[src/rtl/instr_fetch_unit.sv]
`default_nettype none
// ============================================================================
//  Module   : instr_fetch_unit
//  Purpose  : Front-end sequencer. Holds the PC, fetches instruction words
//             from instruction memory, issues them to decode, stalls on
//             branches/jumps until execute resolves them, halts on opcode 0.
//  Revision : 1.0  initial release
// ============================================================================
module instr_fetch_unit #(
  parameter int                ADDR_W   = 16,
  parameter int                INSTR_W  = 60,
  parameter logic [ADDR_W-1:0] RESET_PC = '0
) (
  input  logic               clk,
  input  logic               rst_n,
  input  logic               start,
  output logic               imem_req,
  output logic [ADDR_W-1:0]  imem_addr,
  input  logic               imem_ack,
  input  logic [INSTR_W-1:0] imem_rdata,
  output logic               issue_valid,
  input  logic               issue_ready,
  output logic [INSTR_W-1:0] issue_instr,
  output logic [3:0]         issue_opcode,
  output logic [ADDR_W-1:0]  issue_pc,
  input  logic               branch_en,
  input  logic               jump_en,
  input  logic               resolve_valid,
  input  logic               resolve_taken,
  input  logic [ADDR_W-1:0]  resolve_target,
  output logic               halted,
  output logic [31:0]        issue_count
);

  // Sequencer states
  localparam logic [1:0] S_IDLE    = 2'd0;
  localparam logic [1:0] S_FETCH   = 2'd1;
  localparam logic [1:0] S_ISSUE   = 2'd2;
  localparam logic [1:0] S_RESOLVE = 2'd3;

  localparam logic [3:0] OP_HALT   = 4'd0;

  logic [1:0]        state;
  logic [ADDR_W-1:0] pc;
  logic [ADDR_W-1:0] pc_inc;
  logic [ADDR_W-1:0] redirect_pc;
  logic              handshake;
  logic              is_halt;
  logic              is_ctrl;

  // The decoder sees the opcode field of the registered instruction directly
  assign issue_opcode = issue_instr[INSTR_W-1 -: 4];

  // Sequential PC wraps naturally at the top of the address space
  assign pc_inc      = pc + ADDR_W'(1);
  assign redirect_pc = resolve_taken ? resolve_target : pc_inc;
  assign handshake   = issue_valid & issue_ready;
  assign is_halt     = (issue_opcode == OP_HALT);
  assign is_ctrl     = branch_en | jump_en;

  // State machine; every output except issue_opcode is registered here and
  // is loaded together with the state it belongs to.
  always_ff @(posedge clk or negedge rst_n) begin
    if (!rst_n) begin
      state       <= S_IDLE;
      pc          <= RESET_PC;
      imem_req    <= 1'b0;
      imem_addr   <= '0;
      issue_valid <= 1'b0;
      issue_instr <= '0;
      issue_pc    <= '0;
      issue_count <= '0;
      halted      <= 1'b1;
    end else begin
      case (state)
        S_IDLE: begin
          if (start) begin
            state     <= S_FETCH;
            imem_req  <= 1'b1;
            imem_addr <= pc;
            halted    <= 1'b0;
          end
        end

        S_FETCH: begin
          // imem_addr is left untouched so it stays stable until the ack
          if (imem_ack) begin
            state       <= S_ISSUE;
            imem_req    <= 1'b0;
            issue_instr <= imem_rdata;
            issue_pc    <= pc;
            issue_valid <= 1'b1;
          end
        end

        S_ISSUE: begin
          if (handshake) begin
            issue_valid <= 1'b0;
            issue_count <= issue_count + 32'd1;
            if (is_halt) begin
              pc     <= pc_inc;
              state  <= S_IDLE;
              halted <= 1'b1;
            end else if (is_ctrl) begin
              // PC stays on the control-flow instruction until resolution
              state <= S_RESOLVE;
            end else begin
              pc        <= pc_inc;
              state     <= S_FETCH;
              imem_req  <= 1'b1;
              imem_addr <= pc_inc;
            end
          end
        end

        S_RESOLVE: begin
          if (resolve_valid) begin
            pc        <= redirect_pc;
            state     <= S_FETCH;
            imem_req  <= 1'b1;
            imem_addr <= redirect_pc;
          end
        end

        default: begin
          state    <= S_IDLE;
          imem_req <= 1'b0;
          halted   <= 1'b1;
        end
      endcase
    end
  end

endmodule
`default_nettype wire
[config.mk]
export PLATFORM = sky130hd
export DESIGN_NAME = instr_fetch_unit
export DESIGN_NICKNAME = d
export VERILOG_FILES = /design/src/rtl/instr_fetch_unit.sv
export SDC_FILE = /design/constraint.sdc
export NUM_CORES = 1
export LEC_CHECK = 0
export ABC_AREA = 1
export CORE_MARGIN = 3
export CORE_UTILIZATION = 43
export CTS_CLUSTER_SIZE = 24
export DETAILED_ROUTE_END_ITERATION = 7
export GPL_ROUTABILITY_DRIVEN = 0
export GPL_TIMING_DRIVEN = 1
export PLACE_DENSITY = 0.77
export SLEW_MARGIN = 10
export SYNTH_ARGS = -nofsm -noshare
export SYNTH_HDL_FRONTEND = slang
export SYNTH_SLANG_ARGS = --single-unit
[constraint.sdc]
create_clock -name clk -period 1.85 [get_ports clk]
set_clock_uncertainty 0.2 [all_clocks]
set_input_delay 0.555 -clock clk [delete_from_list [all_inputs] [get_ports clk]]
set_output_delay 0.555 -clock clk [all_outputs]
set_load 0.005 [all_outputs]
==> qor.csv, run 1 <==
metric;value;unit
run_status;finished with violations;
violated_checks;setup timing;
ys_async_sr_fraction;100.0;%
timing.rr.start;state[1]$_DFFE_PN0P_;
num-nets-final;1270;
finalSetupTns;-3415;ps
post_route_cells_drive_above_1_share;34.45;%
floorplan.die_area;0.01830;mm²
initial_core_util;44.59;%
h-tree-depth;4;
ys_types;41;
layout_setup_ws;-142.6;ps
grt_setup_unrepaired;yes;
power-per-cell-area;1469;mW/mm²
timing.setup.critical_path_class;flop to flop;
syn_area;0.007186;mm²
p_leak;5.639;nW
number_of_antenna_violations_at_the_first_check_in_global_routing;0;
yosysWarnings;0;
comb_power_share;51.0;%
dieWidth;135.3;µm
die_y;135.3;µm
hp-start;issue_pc[0]$_DFFE_PN0P_;
worst_slew_pin_slew;365.1;ps
grt_overflow;0;
timing.max_slew.rel_slack;75.57;%
area_delta_synth_final;69.02;%
worst-endpoint-arrival;2110;ps
dominantRegCellSynth;sky130_fd_sc_hd__dfrtp_1;
report.power.total;17.84;mW
data_required_critical_path;1970;ps
filler_cell_count;1027;
vias;7413;
yosys_register_bits;145;
p_sw_share;36.52;%
drt_pre_antenna_iters;6;
syn-mean-instance-area;8.806;µm²
first_global_vias;7225;
fin_crit_sh;107.7;%
most-common-layout-cells;sky130_fd_sc_hd__nand2_1, sky130_fd_sc_hd__dfrtp_1, sky130_fd_sc_hd__buf_4;
io_pins;216;
cts_buffers;17;
clock.fmax;501.9;MHz
p_switching;6.517;mW
synth-edff-count;0;
max-vdd-ir-drop;0.9149;mV
drc_errors;0;
cts_tree;built;
min_delay_worst_endpoint;issue_pc[0]$_DFFE_PN0P_;
grt_util_all_layers;24.64;%
post_dp_cell_area;0.01018;mm²
antenna_cells_inserted;0;
cts.clk_slew.worst_paths;60;ps
grt_pass1_wl;35780;µm
core_area;0.01612;mm²
share_of_power_burned_in_registers;29.5;%
hpwl;15470;µm
r2r_end;imem_addr[12]$_DFFE_PN0P_;
viasPerCell;5.272;
initialDrtViolationCount;588;
grt_start_max_net_pins;43;
drt-total-wl;24910;µm
clock-sinks;145;
postSynthNetCount;909;
timing_max_transition_violations_final;0;
layout.cells.most_common;sky130_fd_sc_hd__nand2_1;
fin_worst_hold_slack;291.4;ps
post-place-ws;-496.4;ps
clock_insertion_delay_at_the_later_pin_of_the_skew_report;430;ps
core.rowCount;46;
min_delay_path_depth;2;
critPathCaptureType;flop;
fin_crit;1993;ps
wl_per_cell;17.72;µm
crit_path_max_fanout;7;
clock-root-buffer;sky130_fd_sc_hd__clkbuf_16;
yosysSeqAreaShare;50.51;%
placement.io_buffers;215;
r2r_slack;-140;ps
intPower;11.33;mW
clock_tree.buffer_depth;2;
final_count_of_hold_timing_violations;0;
drt.antenna.violating_nets;0;
final_cell_area;0.01215;mm²
worst_r2r_path_depth;10;
endpoints_failing_setup;47;
clock_group_share_of_total_power;19.5;%
timing.critical_path.from_type;flop;
netlist_instances;816;
hold_wc_path_type;flop to flop;
drv_cap;0;
power groups by stage:
stage	clock network [mW]	registers, mW	logic [mW]
6_report	3.47	5.27	9.10
5_1_grt	3.66	5.40	9.76
4_1_cts	3.51	5.17	7.73
3_5_place_dp	0	5.31	7.37
3_3_place_gp	0	5.27	7.21
2_1_floorplan	0	5.32	3.17
worst max path at each step:
| stage | to | slack (ps) | startpoint | cells after the start |
|---|---|---|---|---|
| after floorplan | issue_count[22]$_DFFE_PN0P_ | -40 | state[0]$_DFFE_PN0P_ | 8 |
| after global placement | imem_addr[7]$_DFFE_PN0P_ | -440 | issue_ready | 9 |
| after detailed placement | imem_addr[11]$_DFFE_PN0P_ | -500 | issue_ready | 9 |
| after CTS | issue_instr[58] | -90 | issue_instr[58]$_DFFE_PN0P_ | 2 |
| after global routing | issue_count[7]$_DFFE_PN0P_ | -230 | state[1]$_DFFE_PN0P_ | 10 |
| final | imem_addr[12]$_DFFE_PN0P_ | -140 | state[1]$_DFFE_PN0P_ | 10 |
timing repair:
action                     in CTS  in global routing
gates resized for setup       267                232
setup endpoints to repair     164                147
cloned                          3                  1
setup buffers                  55                 23
hold buffers                    1                  0
pin swaps                      23                 42
hold endpoints to repair       26                  0
cell usage after synthesis (2+ instances only):
master | number | area (µm²)
sky130_fd_sc_hd__a22oi_1 | 4 | 30.03
sky130_fd_sc_hd__nand3b_1 | 2 | 15.01
sky130_fd_sc_hd__o21bai_1 | 2 | 15.01
sky130_fd_sc_hd__nand3_2 | 2 | 20.02
sky130_fd_sc_hd__a21oi_1 | 16 | 80.08
sky130_fd_sc_hd__and2_0 | 3 | 18.77
sky130_fd_sc_hd__xnor2_1 | 6 | 52.55
sky130_fd_sc_hd__nand2_1 | 211 | 792.0
sky130_fd_sc_hd__a31oi_1 | 3 | 18.77
sky130_fd_sc_hd__o21ai_0 | 46 | 230.2
sky130_fd_sc_hd__inv_2 | 6 | 22.52
sky130_fd_sc_hd__inv_1 | 60 | 225.2
sky130_fd_sc_hd__a21boi_0 | 5 | 37.54
sky130_fd_sc_hd__mux2_2 | 62 | 698.2
sky130_fd_sc_hd__a2bb2oi_1 | 2 | 17.52
sky130_fd_sc_hd__ha_1 | 8 | 100.1
sky130_fd_sc_hd__nor2_1 | 98 | 367.9
sky130_fd_sc_hd__xor2_1 | 22 | 192.7
sky130_fd_sc_hd__buf_1 | 2 | 7.510
sky130_fd_sc_hd__clkbuf_1 | 15 | 56.30
sky130_fd_sc_hd__o21ai_1 | 2 | 10.01
sky130_fd_sc_hd__nand4_1 | 10 | 62.56
sky130_fd_sc_hd__or2_2 | 5 | 31.28
sky130_fd_sc_hd__buf_2 | 3 | 15.01
sky130_fd_sc_hd__or2_0 | 4 | 25.02
sky130_fd_sc_hd__a21boi_1 | 2 | 15.01
sky130_fd_sc_hd__dfrtp_1 | 144 | 3603
sky130_fd_sc_hd__nand3_1 | 46 | 230.2
sky130_fd_sc_hd__nor3_1 | 10 | 50.05
sky130_fd_sc_hd__buf_4 | 4 | 30.03
routing by layer:
| metal | up-vias | track usage (%) | routed length [µm] |
|---|---|---|---|
| met5 | - | 0 | 0 |
| met2 | 400 | 40.60 | 12320 |
| met4 | 0 | 10.69 | 1184 |
| met3 | 101 | 6.686 | 1790 |
| met1 | 3527 | 30.53 | 9621 |
| li1 | 3385 | - | - |
stage by stage:
step	utilization (%)	std cells
6_report	75.36	1406
5_1_grt	75.36	1406
4_1_cts	70.65	1386
3_5_place_dp	63.15	1298
3_3_place_gp	63.15	1298
2_1_floorplan	-	816
cells by family (layout without fill, tap and decap cells):
family / after synthesis / in the layout / synth area share, %
AND/OR/NAND/NOR: 395 / 395 / 23.00
AO/OA/AOI/OAI: 86 / 86 / 6.774
adder cells (fa/ha/maj): 8 / 8 / 1.393
buffers and inverters: 92 / 466 / 5.189
XOR/XNOR: 28 / 28 / 3.413
multiplexers: 62 / 62 / 9.716
flip-flops: 145 / 145 / 50.51
critical path, stage by stage, from the launching register on:
cell and delay, ps:
sky130_fd_sc_hd__dfrtp_1 430, sky130_fd_sc_hd__inv_2 100, sky130_fd_sc_hd__ha_2 200, sky130_fd_sc_hd__inv_2 90, sky130_fd_sc_hd__nor2_4 50, sky130_fd_sc_hd__nor2_4 130, sky130_fd_sc_hd__nand3_4 200, sky130_fd_sc_hd__buf_6 200
sky130_fd_sc_hd__nor2_2 100, sky130_fd_sc_hd__and2_4 150, sky130_fd_sc_hd__a21boi_2 40
final cells by class:
class / instances / area (µm²) / share of cell area, %
well taps: 216 / 270.3 / 2.225
clock buffers: 18 / 429.2 / 3.534
multi-input cells: 579 / 3871 / 31.87
clock inverters: 14 / 155.1 / 1.277
repair buffers: 367 / 3512 / 28.92
flip-flops and latches: 145 / 3633 / 29.92
repair inverters: 1 / 6.256 / 0.05151
inverters: 66 / 267.8 / 2.205
registers in the layout, summed over array words and instances (netlist names):
signal and flops:
imem_addr 16, pc 16, issue_instr 60, issue_count 32
state 2, imem_req 1, issue_pc 16, issue_valid 1
halted 1
(Power assumes the default switching activity.)
==> run 2, diff against run 1 <==
Settings changed: CORE_UTILIZATION 43 to 48, CTS_CLUSTER_SIZE 24 to 20, PLACE_DENSITY 0.77 to 0.81.
Clock period 1.85 ns to 2 ns, I/O delays scaled along.
==> qor.csv, run 2 (synthesis results as in run 1) <==
metric;value;unit
run_status;finished clean;
core.rowCount;44;
max-vdd-ir-drop;0.8856;mV
number_of_antenna_violations_at_the_first_check_in_global_routing;0;
cts_tree;built;
clock_tree.buffer_depth;2;
register_ranked_first_by_flip_flop_count;issue_instr;
io_pins;216;
critPathMaxStageDelay;400;ps
vias;7019;
data_required_critical_path;2100;ps
core_area;0.01459;mm²
area_delta_synth_final;52.78;%
post_dp_cell_area;0.01005;mm²
initial_core_util;49.25;%
endpoints_failing_setup;0;
drc_errors;0;
viasPerCell;5.266;
hpwl;15910;µm
grt_overflow;0;
finalCoreUtilization;75.25;%
grt_setup_unrepaired;yes;
initialDrtViolationCount;567;
clock_insertion_delay_at_the_later_pin_of_the_skew_report;430;ps
timing.setup.critical_path_class;flop to flop;
drt.antenna.violating_nets;0;
final_cells;1333;
first_global_vias;6946;
crit_slowest_cell;sky130_fd_sc_hd__dfrtp_1;
dieWidth;128.4;µm
placed_cell_count;1252;
power-per-cell-area;1332;mW/mm²
layout.cells.most_common;sky130_fd_sc_hd__nand2_1;
most-common-layout-cells;sky130_fd_sc_hd__nand2_1, sky130_fd_sc_hd__dfrtp_1, sky130_fd_sc_hd__dlygate4sd2_1;
post_route_cells_drive_above_1_share;22.37;%
reg_top3;issue_instr: 60 flops, issue_count: 32 flops;
placement.io_buffers;215;
clock-sinks;145;
drt-total-wl;22720;µm
final_cell_area;0.01098;mm²
drv_cap;0;
grt_start_max_net_pins;53;
drt_pre_antenna_iters;7;
fin_crit_sh;99.56;%
grt_pass1_wl;34960;µm
worst_slew_pin_slew;375.7;ps
cts.clk_slew.worst_paths;60;ps
cts_buffers;17;
die_y;128.4;µm
worst-endpoint-arrival;2090;ps
hold_wc_path_type;flop to flop;
antenna_cells_inserted;0;
largest_register_ffs;60;
wl_per_cell;17.05;µm
worstPathCellList;buf_4, ha_4, inv_4, o21ai_4, inv_2, nand3_4, inv_4, or2_2, a21boi_0;
fin_crit;1991;ps
timing.max_slew.rel_slack;74.69;%
floorplan.die_area;0.01647;mm²
filler_cell_count;997;
timing.critical_path.from_type;flop;
timing_max_transition_violations_final;0;
critical_path.most_common_cell;sky130_fd_sc_hd__inv_4;
critPathCaptureType;flop;
clock.fmax;502.2;MHz
grt_util_all_layers;26.96;%
final_count_of_hold_timing_violations;0;
p_leak;5.388;nW
clock-root-buffer;sky130_fd_sc_hd__clkbuf_16;
h-tree-depth;4;
crit_path_max_fanout;10;
num-nets-final;1229;
==> run 2: per-layer routing <==
metal  part of all wire (%)  up-vias  GRT usage, %
li1                       -     3298             -
met1                     38     3303         33.11
met2                     51      361         45.79
met3                    7.6       57         6.683
met4                    3.0        0         10.61
met5                      0        -             0
==> run 2: path summary, 6_finish.rpt <==
| path | start | to | slack, ps | depth (start not counted) |
|---|---|---|---|---|
| worst min-delay path | issue_pc[6]$_DFFE_PN0P_ | issue_pc[6]$_DFFE_PN0P_ | 280 | 2 |
| max in group asynchronous | rst_n | state[1]$_DFFE_PN0P_ | 630 | 3 |
| worst max-delay path | state[0]$_DFFE_PN0P_ | imem_addr[12]$_DFFE_PN0P_ | 9 | 9 |
| worst min register to register | issue_pc[6]$_DFFE_PN0P_ | issue_pc[6]$_DFFE_PN0P_ | 280 | 2 |
| min in group asynchronous | rst_n | issue_instr[38]$_DFFE_PN0P_ | 410 | 2 |
| worst max register to register | state[0]$_DFFE_PN0P_ | imem_addr[12]$_DFFE_PN0P_ | 9 | 9 |
==> run 2: metrics by stage <==
| step | hold slack (ps) | setup slack, ps | TNS [ps] | power (mW) |
|---|---|---|---|---|
| 2_1_floorplan | 104.4 | 14.13 | 0 | 7.826 |
| 4_1_cts | 284.3 | -5.181 | -5.181 | 14.45 |
| 6_report | 277.9 | 8.762 | 0 | 14.63 |
| 5_1_grt | 294.1 | -65.74 | -339.0 | 15.52 |
| 3_3_place_gp | 260.5 | -293.0 | -15240 | 11.39 |
| 3_5_place_dp | 270.8 | -361.8 | -20580 | 11.61 |
==> run 2: cell type report <==
cell class	instances	area, µm²	share of cell area [%]
sequential	145	3638	33.14
multi-input combinational	579	3309	30.15
timing repair buffer	327	2952	26.89
clock buffer	18	439.2	4.000
inverter	66	255.2	2.325
tap	184	230.2	2.097
clock inverter	14	153.9	1.402
==> run 2: critical path: cells and delay by family, from the launching register on <==
family,cells,cell delay [ps]
simple gates,2,420
flops,1,400
buf+inv,4,390
compound gates,2,280
fa+ha+maj,1,180
==> run 2: what timing repair did <==
| item | CTS | global route |
|---|---|---|
| pin swaps | 2 | 4 |
| gates cloned | 0 | 0 |
| resized for setup | 148 | 39 |
| endpoints found under the setup margin | 154 | 45 |
| hold buffers | 1 | 0 |
| buffers inserted | 42 | 6 |
| endpoints found under the hold margin | 20 | 0 |
==> run 2: power by group <==
part / internal (mW) / total, mW / switching (mW)
sequential: 4.11 / 4.85 / 0.740
clock: 1.89 / 3.21 / 1.32
combinational: 3.43 / 6.56 / 3.14
total: 9.43 / 14.6 / 5.20
==> run 3, diff against run 2 <==
Settings changed: ABC_AREA 1 to not set, CORE_UTILIZATION 48 to 47.
==> qor.csv, run 3 <==
metric;value;unit
run_status;finished with violations;
violated_checks;setup timing;
critPathCaptureType;flop;
global_route.usage.met3;9.574;%
finalCoreUtilization;80.33;%
worst-path-buf-inv;0;
final_cell_area;0.01137;mm²
post_dp_cell_area;0.01005;mm²
layout_setup_ws;-187.8;ps
critPathMaxStageDelay;430;ps
initialDrtViolationCount;782;
postSynthNetCount;715;
groute.layer.met1.usage;32.88;%
largest_register_ffs;60;
r2r_slack;-190;ps
dominantRegCellSynth;sky130_fd_sc_hd__dfrtp_1;
most-common-layout-cells;sky130_fd_sc_hd__dfrtp_1, sky130_fd_sc_hd__buf_4, sky130_fd_sc_hd__dlygate4sd2_1;
worst-endpoint-arrival;2260;ps
yosysSeqAreaShare;52.36;%
crit_slowest_cell;sky130_fd_sc_hd__o311ai_1;
fin_crit;2188;ps
layout.cells.most_common;sky130_fd_sc_hd__dfrtp_1;
p_leak;5.375;nW
clock-sinks;145;
grt_pass1_wl;35970;µm
synth_area_leaders;sky130_fd_sc_hd__dfrtp_1, sky130_fd_sc_hd__mux2_2, sky130_fd_sc_hd__xnor2_1, sky130_fd_sc_hd__o21ai_0, sky130_fd_sc_hd__a21oi_1;
antenna_cells_inserted;0;
post-synth-top-area-cell;sky130_fd_sc_hd__dfrtp_1;
timing.max_slew.rel_slack;71.56;%
ys_top_cells_by_count;sky130_fd_sc_hd__dfrtp_1, sky130_fd_sc_hd__mux2_2, sky130_fd_sc_hd__nand2_1;
drc_errors;0;
number_of_antenna_violations_at_the_first_check_in_global_routing;1;
die_y;127.4;µm
dieWidth;127.4;µm
final_count_of_hold_timing_violations;0;
fin_crit_sh;109.4;%
grt_most_used_layer;met2;
syn_area;0.006932;mm²
yosys_register_bits;145;
timing.critical_path.from_type;flop;
reg_top3;issue_instr: 60 flops, issue_count: 32 flops;
crit_path_max_fanout;5;
grt_overflow;0;
hold_wc_path_type;flop to flop;
yosysWarnings;0;
cts_buffers;17;
report.power.total;16.64;mW
drv_cap;0;
initial_core_util;48.99;%
synthDominantCellAreaShare;51.99;%
grt_start_max_net_pins;32;
ys_types;63;
timing_max_transition_violations_final;0;
drt.antenna.violating_nets;0;
most_instantiated_library_cell_after_synthesis;sky130_fd_sc_hd__dfrtp_1;
worst_slew_pin_slew;420.0;ps
clock_tree.buffer_depth;2;
worstPathCellList;and4_4, nand4_2, o31a_1, o311ai_1, a41oi_2;
data_required_critical_path;2070;ps
core_area;0.01415;mm²
register_ranked_first_by_flip_flop_count;issue_instr;
power-per-cell-area;1464;mW/mm²
drt_pre_antenna_iters;7;
io_pins;216;
syn-mean-instance-area;11.14;µm²
timing.setup.critical_path_class;flop to flop;
clock-root-buffer;sky130_fd_sc_hd__clkbuf_16;
synth-edff-count;0;
clock_insertion_delay_at_the_later_pin_of_the_skew_report;440;ps
grt_setup_unrepaired;yes;
placement.io_buffers;215;
grt_util_all_layers;28.09;%
netlist_instances;622;
core.rowCount;43;
cts_tree;built;
num-nets-final;1068;
vias;7053;
floorplan.die_area;0.01624;mm²
endpoints_failing_setup;36;
post_route_cells_drive_above_1_share;38.46;%
clock.fmax;457.1;MHz
drt-total-wl;26250;µm
wl_per_cell;22.48;µm
cp_top_family;compound AO/OA/AOI/OAI gates;
viasPerCell;6.039;
h-tree-depth;4;
ys_async_sr_fraction;100.0;%
first_global_vias;6858;
area_delta_synth_final;63.97;%
cts.clk_slew.worst_paths;60;ps
hpwl;15550;µm
use_met2;47.41;%
max-vdd-ir-drop;0.8274;mV
[run 3: changes by cell type after synthesis, sizes merged, moves of 9 or more]
cell,before,now
a21oi,16,34
buf,10,26
inv,66,9
mux2,62,78
nand2,211,41
nand3,49,27
nor2,99,38
o21ai,49,35
xnor2,6,26
xor2,22,13
[run 3: worst paths after layout]
path / startpoint / to / depth (start not counted)
setup / recovery: pc[2]$_DFFE_PN0P_ / imem_addr[13]$_DFFE_PN0P_ / 5
hold / removal: issue_instr[41]$_DFFE_PN0P_ / issue_instr[41]$_DFFE_PN0P_ / 1
setup reg to reg: pc[2]$_DFFE_PN0P_ / imem_addr[13]$_DFFE_PN0P_ / 5
hold reg to reg: issue_instr[41]$_DFFE_PN0P_ / issue_instr[41]$_DFFE_PN0P_ / 1
max in group asynchronous: rst_n / halted$_DFFE_PN1P_ / 3
min in group asynchronous: rst_n / pc[10]$_DFFE_PN0P_ / 2
[run 3: layout make-up]
class	instances	area (µm²)
fillers	770	2784
clock buffers	20	446.7
repair buffers	379	3440
clock inverters	12	83.83
inverters	9	33.78
multi-input cells	423	3498
flip-flops and latches	145	3638
well taps	180	225.2
[run 3: logic make-up (layout without fill, tap and decap cells)]
| logic type | Yosys count | count (layout) | share of synthesized area, % |
|---|---|---|---|
| multiplexers | 82 | 82 | 13.25 |
| buffers and inverters | 54 | 420 | 3.592 |
| AND/OR/NAND/NOR | 170 | 170 | 13.32 |
| XOR/XNOR | 39 | 39 | 4.928 |
| flip-flops | 145 | 145 | 52.36 |
| AO/OA/AOI/OAI | 124 | 124 | 11.10 |
| adder cells (fa/ha/maj) | 8 | 8 | 1.444 |
[run 3: power breakdown]
part | internal, mW | switching [mW] | leakage (nW) | total (mW)
Sequential | 4.15 | 0.869 | 1.77 | 5.02
Clock | 1.62 | 1.30 | 0.260 | 2.91
Combinational | 4.56 | 4.15 | 3.35 | 8.71
Total | 10.3 | 6.31 | 5.37 | 16.6
[run 3: per-layer routing]
| metal | share of wire (%) | routed length, µm | up-vias |
|---|---|---|---|
| met5 | 0.027 | 7 | - |
| met4 | 6.0 | 1570 | 2 |
| met3 | 10 | 2755 | 180 |
| met2 | 50 | 13100 | 573 |
| met1 | 34 | 8822 | 3360 |
| li1 | - | - | 2938 |
[run 3: repair_timing]
action                                  CTS  global route
endpoints found under the setup margin  174            61
cloned                                    3             1
gates resized for setup                 220            92
buffers inserted                         46            12
endpoints found under the hold margin    25             0
pin swaps                                13            17
hold buffers                              1             0
[run 3: per-stage QoR]
step | hold slack [ps] | instances | TNS, ps | setup WS (ps)
after global routing | 313.0 | 1168 | -4043 | -209.0
after floorplan | 104.4 | 622 | -1187 | -147.9
after global placement | 271.2 | 1077 | -29730 | -533.7
after CTS | 293.7 | 1159 | -1536 | -148.9
final | 299.9 | 1168 | -2224 | -187.8
after detailed placement | 285.1 | 1077 | -32150 | -580.1
